[config.mk]
export PLATFORM = sky130hd
export DESIGN_NAME = dm_access_unit
export DESIGN_NICKNAME = d
export VERILOG_FILES = /design/src/rtl/dm_access_unit.sv
export SDC_FILE = /design/constraint.sdc
export NUM_CORES = 1
export LEC_CHECK = 0
export ABC_CLOCK_PERIOD_IN_PS = 1890
export BUFFER_PORTS_ARGS = -buffer_cell sky130_fd_sc_hd__buf_4
export CAP_MARGIN = 25
export CELL_PAD_IN_SITES_DETAIL_PLACEMENT = 1
export CELL_PAD_IN_SITES_GLOBAL_PLACEMENT = 2
export CORE_MARGIN = 2
export CORE_UTILIZATION = 27
export CTS_CLUSTER_SIZE = 25
export DETAILED_ROUTE_END_ITERATION = 6
export GPL_TIMING_DRIVEN = 0
export PLACE_DENSITY = 0.74
export REMOVE_ABC_BUFFERS = 1
export SLEW_MARGIN = 25
export SYNTH_ARGS = -nofsm -noshare
export SYNTH_HDL_FRONTEND = slang
export SYNTH_SLANG_ARGS = --single-unit
[constraint.sdc]
create_clock -name clk -period 1.89 [get_ports clk]
set_input_delay 0.378 -clock clk [delete_from_list [all_inputs] [get_ports clk]]
set_output_delay 0.378 -clock clk [all_outputs]
set_load 0.05 [all_outputs]
[src/rtl/dm_access_unit.sv]
// dm_access_unit: data-memory access controller between the core and a
// req/ack word-wide little-endian memory. Stalls the core for the duration of
// each transaction, steers store bytes onto lanes, and extracts and extends
// load data into the registered dm_out.
module dm_access_unit #(
    parameter int unsigned TIMEOUT = 255
) (
    input  logic        clk,
    input  logic        rst_n,
    input  logic        cpu_rd,
    input  logic        cpu_wr,
    input  logic [31:0] cpu_addr,
    input  logic [31:0] cpu_wdata,
    input  logic [1:0]  cpu_size,
    input  logic        cpu_unsigned,
    output logic        stall,
    output logic [31:0] dm_out,
    output logic        misalign_err,
    output logic        timeout_err,
    output logic        m_req,
    output logic        m_we,
    output logic [31:0] m_addr,
    output logic [31:0] m_wdata,
    output logic [3:0]  m_be,
    input  logic        m_ack,
    input  logic [31:0] m_rdata
);

    typedef enum logic [1:0] {IDLE, ACCESS, DONE} state_t;

    localparam logic [1:0]  SZ_BYTE  = 2'b00;
    localparam logic [1:0]  SZ_HALF  = 2'b01;
    localparam logic [1:0]  SZ_WORD  = 2'b10;
    localparam logic [15:0] TMO_LAST = 16'(TIMEOUT - 1);

    state_t      state, state_nx;
    logic [15:0] tmo_cnt;
    logic [1:0]  lat_size;
    logic [1:0]  lat_off;
    logic        lat_uns;
    logic        lat_wr;

    logic        req_any;
    logic        misaligned;
    logic        acked;
    logic        expired;
    logic [3:0]  st_be;
    logic [31:0] st_wdata;
    logic [31:0] ld_shift;
    logic [31:0] ld_val;

    assign req_any = cpu_rd | cpu_wr;
    assign stall   = req_any & (state != DONE);
    // m_ack only counts while a request is outstanding.
    assign acked   = (state == ACCESS) & m_req & m_ack;
    assign expired = (state == ACCESS) & ~m_ack & (tmo_cnt == TMO_LAST);

    // Alignment check: reserved size, odd halfword or non-word-aligned word.
    always_comb begin
        misaligned = 1'b0;
        case (cpu_size)
            SZ_BYTE: misaligned = 1'b0;
            SZ_HALF: misaligned = cpu_addr[0];
            SZ_WORD: misaligned = (cpu_addr[1:0] != 2'b00);
            default: misaligned = 1'b1;
        endcase
    end

    // State register.
    always_ff @(posedge clk or negedge rst_n) begin
        // NOTE: sequential state uses non-blocking assignments so every register
        // samples pre-edge values regardless of process ordering.
        if (!rst_n) state <= IDLE;
        else        state <= state_nx;
    end

    // Next-state logic.
    always_comb begin
        // NOTE: default assignment first so no path through the case infers a latch.
        state_nx = state;
        case (state)
            IDLE:    if (req_any) state_nx = misaligned ? DONE : ACCESS;
            ACCESS:  if (acked || expired) state_nx = DONE;
            DONE:    state_nx = IDLE;
            default: state_nx = IDLE;
        endcase
    end

    // Store lane steering: replicate the datum across the word, enable its lanes.
    always_comb begin
        st_be    = 4'b1111;
        st_wdata = cpu_wdata;
        case (cpu_size)
            SZ_BYTE: begin
                st_be    = 4'b0001 << cpu_addr[1:0];
                st_wdata = {4{cpu_wdata[7:0]}};
            end
            SZ_HALF: begin
                st_be    = cpu_addr[1] ? 4'b1100 : 4'b0011;
                st_wdata = {2{cpu_wdata[15:0]}};
            end
            default: ;
        endcase
    end

    // Load extraction: shift the addressed lane down, then sign/zero extend.
    always_comb begin
        ld_shift = m_rdata >> {lat_off, 3'b000};
        ld_val   = ld_shift;
        case (lat_size)
            SZ_BYTE: ld_val = {{24{~lat_uns & ld_shift[7]}}, ld_shift[7:0]};
            SZ_HALF: ld_val = {{16{~lat_uns & ld_shift[15]}}, ld_shift[15:0]};
            default: ;
        endcase
    end

    // Memory interface, transaction context, timeout counter, result and error pulses.
    always_ff @(posedge clk or negedge rst_n) begin
        if (!rst_n) begin
            dm_out       <= '0;
            misalign_err <= 1'b0;
            timeout_err  <= 1'b0;
            m_req        <= 1'b0;
            m_we         <= 1'b0;
            m_addr       <= '0;
            m_wdata      <= '0;
            m_be         <= '0;
            tmo_cnt      <= '0;
            lat_size     <= '0;
            lat_off      <= '0;
            lat_uns      <= 1'b0;
            lat_wr       <= 1'b0;
        end else begin
            misalign_err <= 1'b0;
            timeout_err  <= 1'b0;
            case (state)
                IDLE: begin
                    if (req_any) begin
                        if (misaligned) begin
                            misalign_err <= 1'b1;
                        end else begin
                            lat_size <= cpu_size;
                            lat_off  <= cpu_addr[1:0];
                            lat_uns  <= cpu_unsigned;
                            lat_wr   <= cpu_wr;
                            m_req    <= 1'b1;
                            m_we     <= cpu_wr;
                            m_addr   <= {cpu_addr[31:2], 2'b00};
                            m_be     <= cpu_wr ? st_be : 4'b1111;
                            if (cpu_wr) m_wdata <= st_wdata;
                            tmo_cnt  <= '0;
                        end
                    end
                end
                ACCESS: begin
                    if (acked) begin
                        m_req <= 1'b0;
                        m_we  <= 1'b0;
                        if (!lat_wr) dm_out <= ld_val;
                    end else if (expired) begin
                        m_req       <= 1'b0;
                        m_we        <= 1'b0;
                        timeout_err <= 1'b1;
                    end else begin
                        tmo_cnt <= tmo_cnt + 16'd1;
                    end
                end
                default: ;
            endcase
        end
    end

endmodule
==> flow_summary_export.csv <==
group,metric,value,unit
worst_setup_path,worstSetupPathType,"reg2reg",
detailed_routing,routed_wirelength,21.3,mm
detailed_routing,vias,5608,
floorplan,ioPinCount,209,
synthesis,netlist_area,5990,um^2
worst_setup_path,arrival,2.31,ns
detailed_routing,antenna_left,0,
floorplan,die_area,23400,um^2
run_status,status,"complete, but fails checks",
floorplan,fp.dieW,153,um
global_routing,antenna_found_initial,0,
global_routing,overflow,0,
cts,root_buffer,"clkbuf_16",
worst_setup_path,worst-path-buf-inv,4,
sta,max_slew_margin,56.8,%
detailed_routing,viasPerCell,4.91,
cts,cts_tree,"built",
cts,insertion_delay,0.42,ns
placement,hpwl,14.1,mm
sta,finalCritPeriodShare,104,%
sta,setup_viol,8,
detailed_routing,drtIter0Drc,155,
global_routing,grt_pass1_wl,34.4,mm
worst_setup_path,path_cells,"inv_2, ha_4, nor4b_4, nand4_1, buf_4, o21ai_4, buf_12, buf_6, or4_4, a21oi_2",
sta,hold-worst-slack,0.148,ns
cts,cts.sink_count,126,
detailed_routing,wl_per_cell,18.6,um
synthesis,syn_area_per_cell,9.58,um^2
pwr,vdd_ir_drop_max,0.839,mV
detailed_routing,drc,0,
sta,finalMaxSlewViolations,0,
worst_setup_path,critPathSlowestCell,"or4_4",
sta,rsz0062_at_grt,"true",
global_routing,first_global_vias,6179,
layout,multiInputGateArea,2870,um^2
sta,clock.fmax,0.507,GHz
layout,nets,955,
synthesis,synthArstFlopShare,100,%
worst_hold_path,hp-class,"in2reg",
worst_setup_path,end_kind,"register",
synthesis,ys_ff_latch,126,
cts,path_clk_slew,0.06,ns
worst_setup_path,path_max_fanout,7,
synthesis,netlist_instances,625,
worst_setup_path,max_stage_delay,0.42,ns
placement,place_congestion,0.762,
layout,syn_to_final_growth,49.2,%
synthesis,synthTopCellsByArea,"dfrtp_1 53%, nand2_1 9.8%, mux2i_1 7.5%",
sta,final.min_clock_period,1.97,ns
cts,clockBufferDepth,2,
cts,h-tree-depth,4,
layout,antenna_cells,0,
sta,setup-tns-final,-0.413,ns
synthesis,synth_edf_count,0,
synthesis,synth_ff_type,"dfrtp_1",
sta,worst_pin_slew,0.647,ns
pwr,p_leak,4.20,nW
floorplan,core_region_area,21800,um^2
synthesis,ys_seq_area_share,52.7,%
synthesis,synth_cell_types,49,
worst_setup_path,crit_family,"simple AND/OR/NAND/NOR gates",
floorplan,die_h,153,um
layout,fill_cells,2482,
cts,cts_buffers,17,
detailed_routing,dr.pass1.iters,4,
pwr,powerDensity,1940,nW/um^2
placement,place_inst,1077,
run_status,violations,"setup timing",
worst_setup_path,cp.required,2.23,ns
layout,drive_gt1_share,38.9,%
global_routing,grt_usage,18.4,%
sta,fin_worst_skew,0.00596,ns
synthesis,synth_warnings,0,
layout,regArea,3160,um^2
floorplan,start_util,27.4,%
synthesis,yosys.area.top_type,"dfrtp_1",
layout,stdcell_count,1142,
global_routing,grt_max_degree,81,
synthesis,synth_top_area_share,52.7,%
sta,finalHoldViolCount,0,
worst_setup_path,startpoint_type,"register",
run,maxCapViolations,0,
placement,io_buffers,206,
floorplan,rows,54,
sta,worst_slack,-0.0807,ns
placement,pre_cts_ws,-1.03,ns
## report_power, final
part           internal [mW]  total, mW  switching [mW]
Sequential              3.90       4.74           0.840
Combinational           3.10       9.44            6.35
Clock                   1.88       3.17            1.28
Total                   8.88       17.4            8.47
## layout by cell type (no fill, tap or decap), types with 5 or more instances in the layout
cell type,Yosys,layout
buf_6,2,7
nand2_1,156,154
mux2_2,16,16
a21oi_1,40,35
a211oi_1,7,7
a21oi_2,0,5
nand3_1,10,9
nor2b_1,8,7
buf_4,2,229
inv_1,6,5
o31ai_1,10,10
dfrtp_1,126,121
or4_1,10,7
clkinvlp_4,0,5
o22a_1,16,16
and2_1,10,9
o21ai_0,39,39
clkbuf_16,0,18
nor2_1,37,34
mux2i_1,45,44
## final cells by class
class                      count  share of cell area [%]
sequential                   126                    35.4
multi-input combinational    454                    32.1
timing repair buffer         244                    22.0
clock buffer                  20                    5.11
tap                          280                    3.92
clock inverter                12                    1.26
inverter                       6                   0.252
## repair_timing
item	in CTS	in global routing
pin swaps	21	7
endpoints found under the hold margin	46	0
cloned	4	0
hold buffers	1	0
setup endpoints to repair	93	69
gates resized for setup	30	17
setup buffers	18	10
## worst paths after layout
check                                  from           to  slack [ns]  cells past startpoint
worst max-delay path             tmo_cnt[0]   tmo_cnt[9]       -0.08                     10
worst min-delay path            cpu_addr[3]    m_addr[3]        0.15                      3
max in group asynchronous             rst_n   lat_off[1]        0.67                      3
min in group asynchronous             rst_n    dm_out[1]        0.45                      2
worst min register to register  m_wdata[26]  m_wdata[26]        0.48                      2
worst max register to register   tmo_cnt[0]   tmo_cnt[9]       -0.08                     10
## tightest hold or removal path: stages
cell and delay, ns:
buf_4 0.08, nand2_1 0.04, nand2_1 0.04
## cell usage after synthesis (2+ instances only)
cell type	instances
buf_4	2
nand4_1	3
buf_6	2
and3_1	3
o31ai_1	10
a211oi_1	7
a21oi_1	40
mux2_2	16
o21ai_1	2
nor2b_1	8
nor3_1	3
nand2b_1	3
nor4b_1	2
buf_2	10
or3_1	3
nand3_1	10
and2_1	10
o21ai_0	39
nand2_1	156
inv_1	6
ha_1	2
mux2i_1	45
clkbuf_1	26
o21a_1	2
nor2_1	37
nor4_1	4
or4_1	10
o22a_1	16
dfrtp_1	126
buf_1	3
## registers in the layout (all words and copies together) (netlist names)
signal	count
dm_out	32
lat_off	2
lat_size	2
lat_uns	1
lat_wr	1
m_addr	30
m_be	4
m_req	1
m_wdata	32
m_we	1
misalign_err	1
state	2
timeout_err	1
tmo_cnt	16
## kinds of logic (layout without fill, tap and decap cells)
| kind of cell | count (synthesis) | after routing | share of synthesized area (%) |
|---|---|---|---|
| and+or+nand+nor | 258 | 260 | 19.1 |
| AOI/OAI and AO/OA | 128 | 129 | 13.6 |
| DFF | 126 | 126 | 52.7 |
| muxes | 61 | 61 | 10.5 |
| buffers and inverters | 49 | 282 | 3.66 |
| adders and majority gates | 2 | 2 | 0.418 |
| other | 1 | 2 | 0.0626 |
## layer usage
layer,global-route usage (%),part of all wire (%),up-vias
li1,-,-,2610
met1,22.7,42,2790
met2,30.2,48,182
met3,6.58,8.1,26
met4,5.60,1.8,0
met5,0,0,-
## metrics by stage
| stage | area (um^2) | utilization [%] | power (mW) |
|---|---|---|---|
| 6_report | 8930 | 40.9 | 17.4 |
| 3_5_place_dp | 7860 | 36.0 | 13.6 |
| 5_1_grt | 8930 | 40.9 | 18.4 |
| 3_3_place_gp | 7690 | 35.2 | 13.3 |
| 2_1_floorplan | 5800 | - | 10.4 |
| 4_1_cts | 8790 | 40.3 | 17.4 |
(Power assumes the default switching activity.)
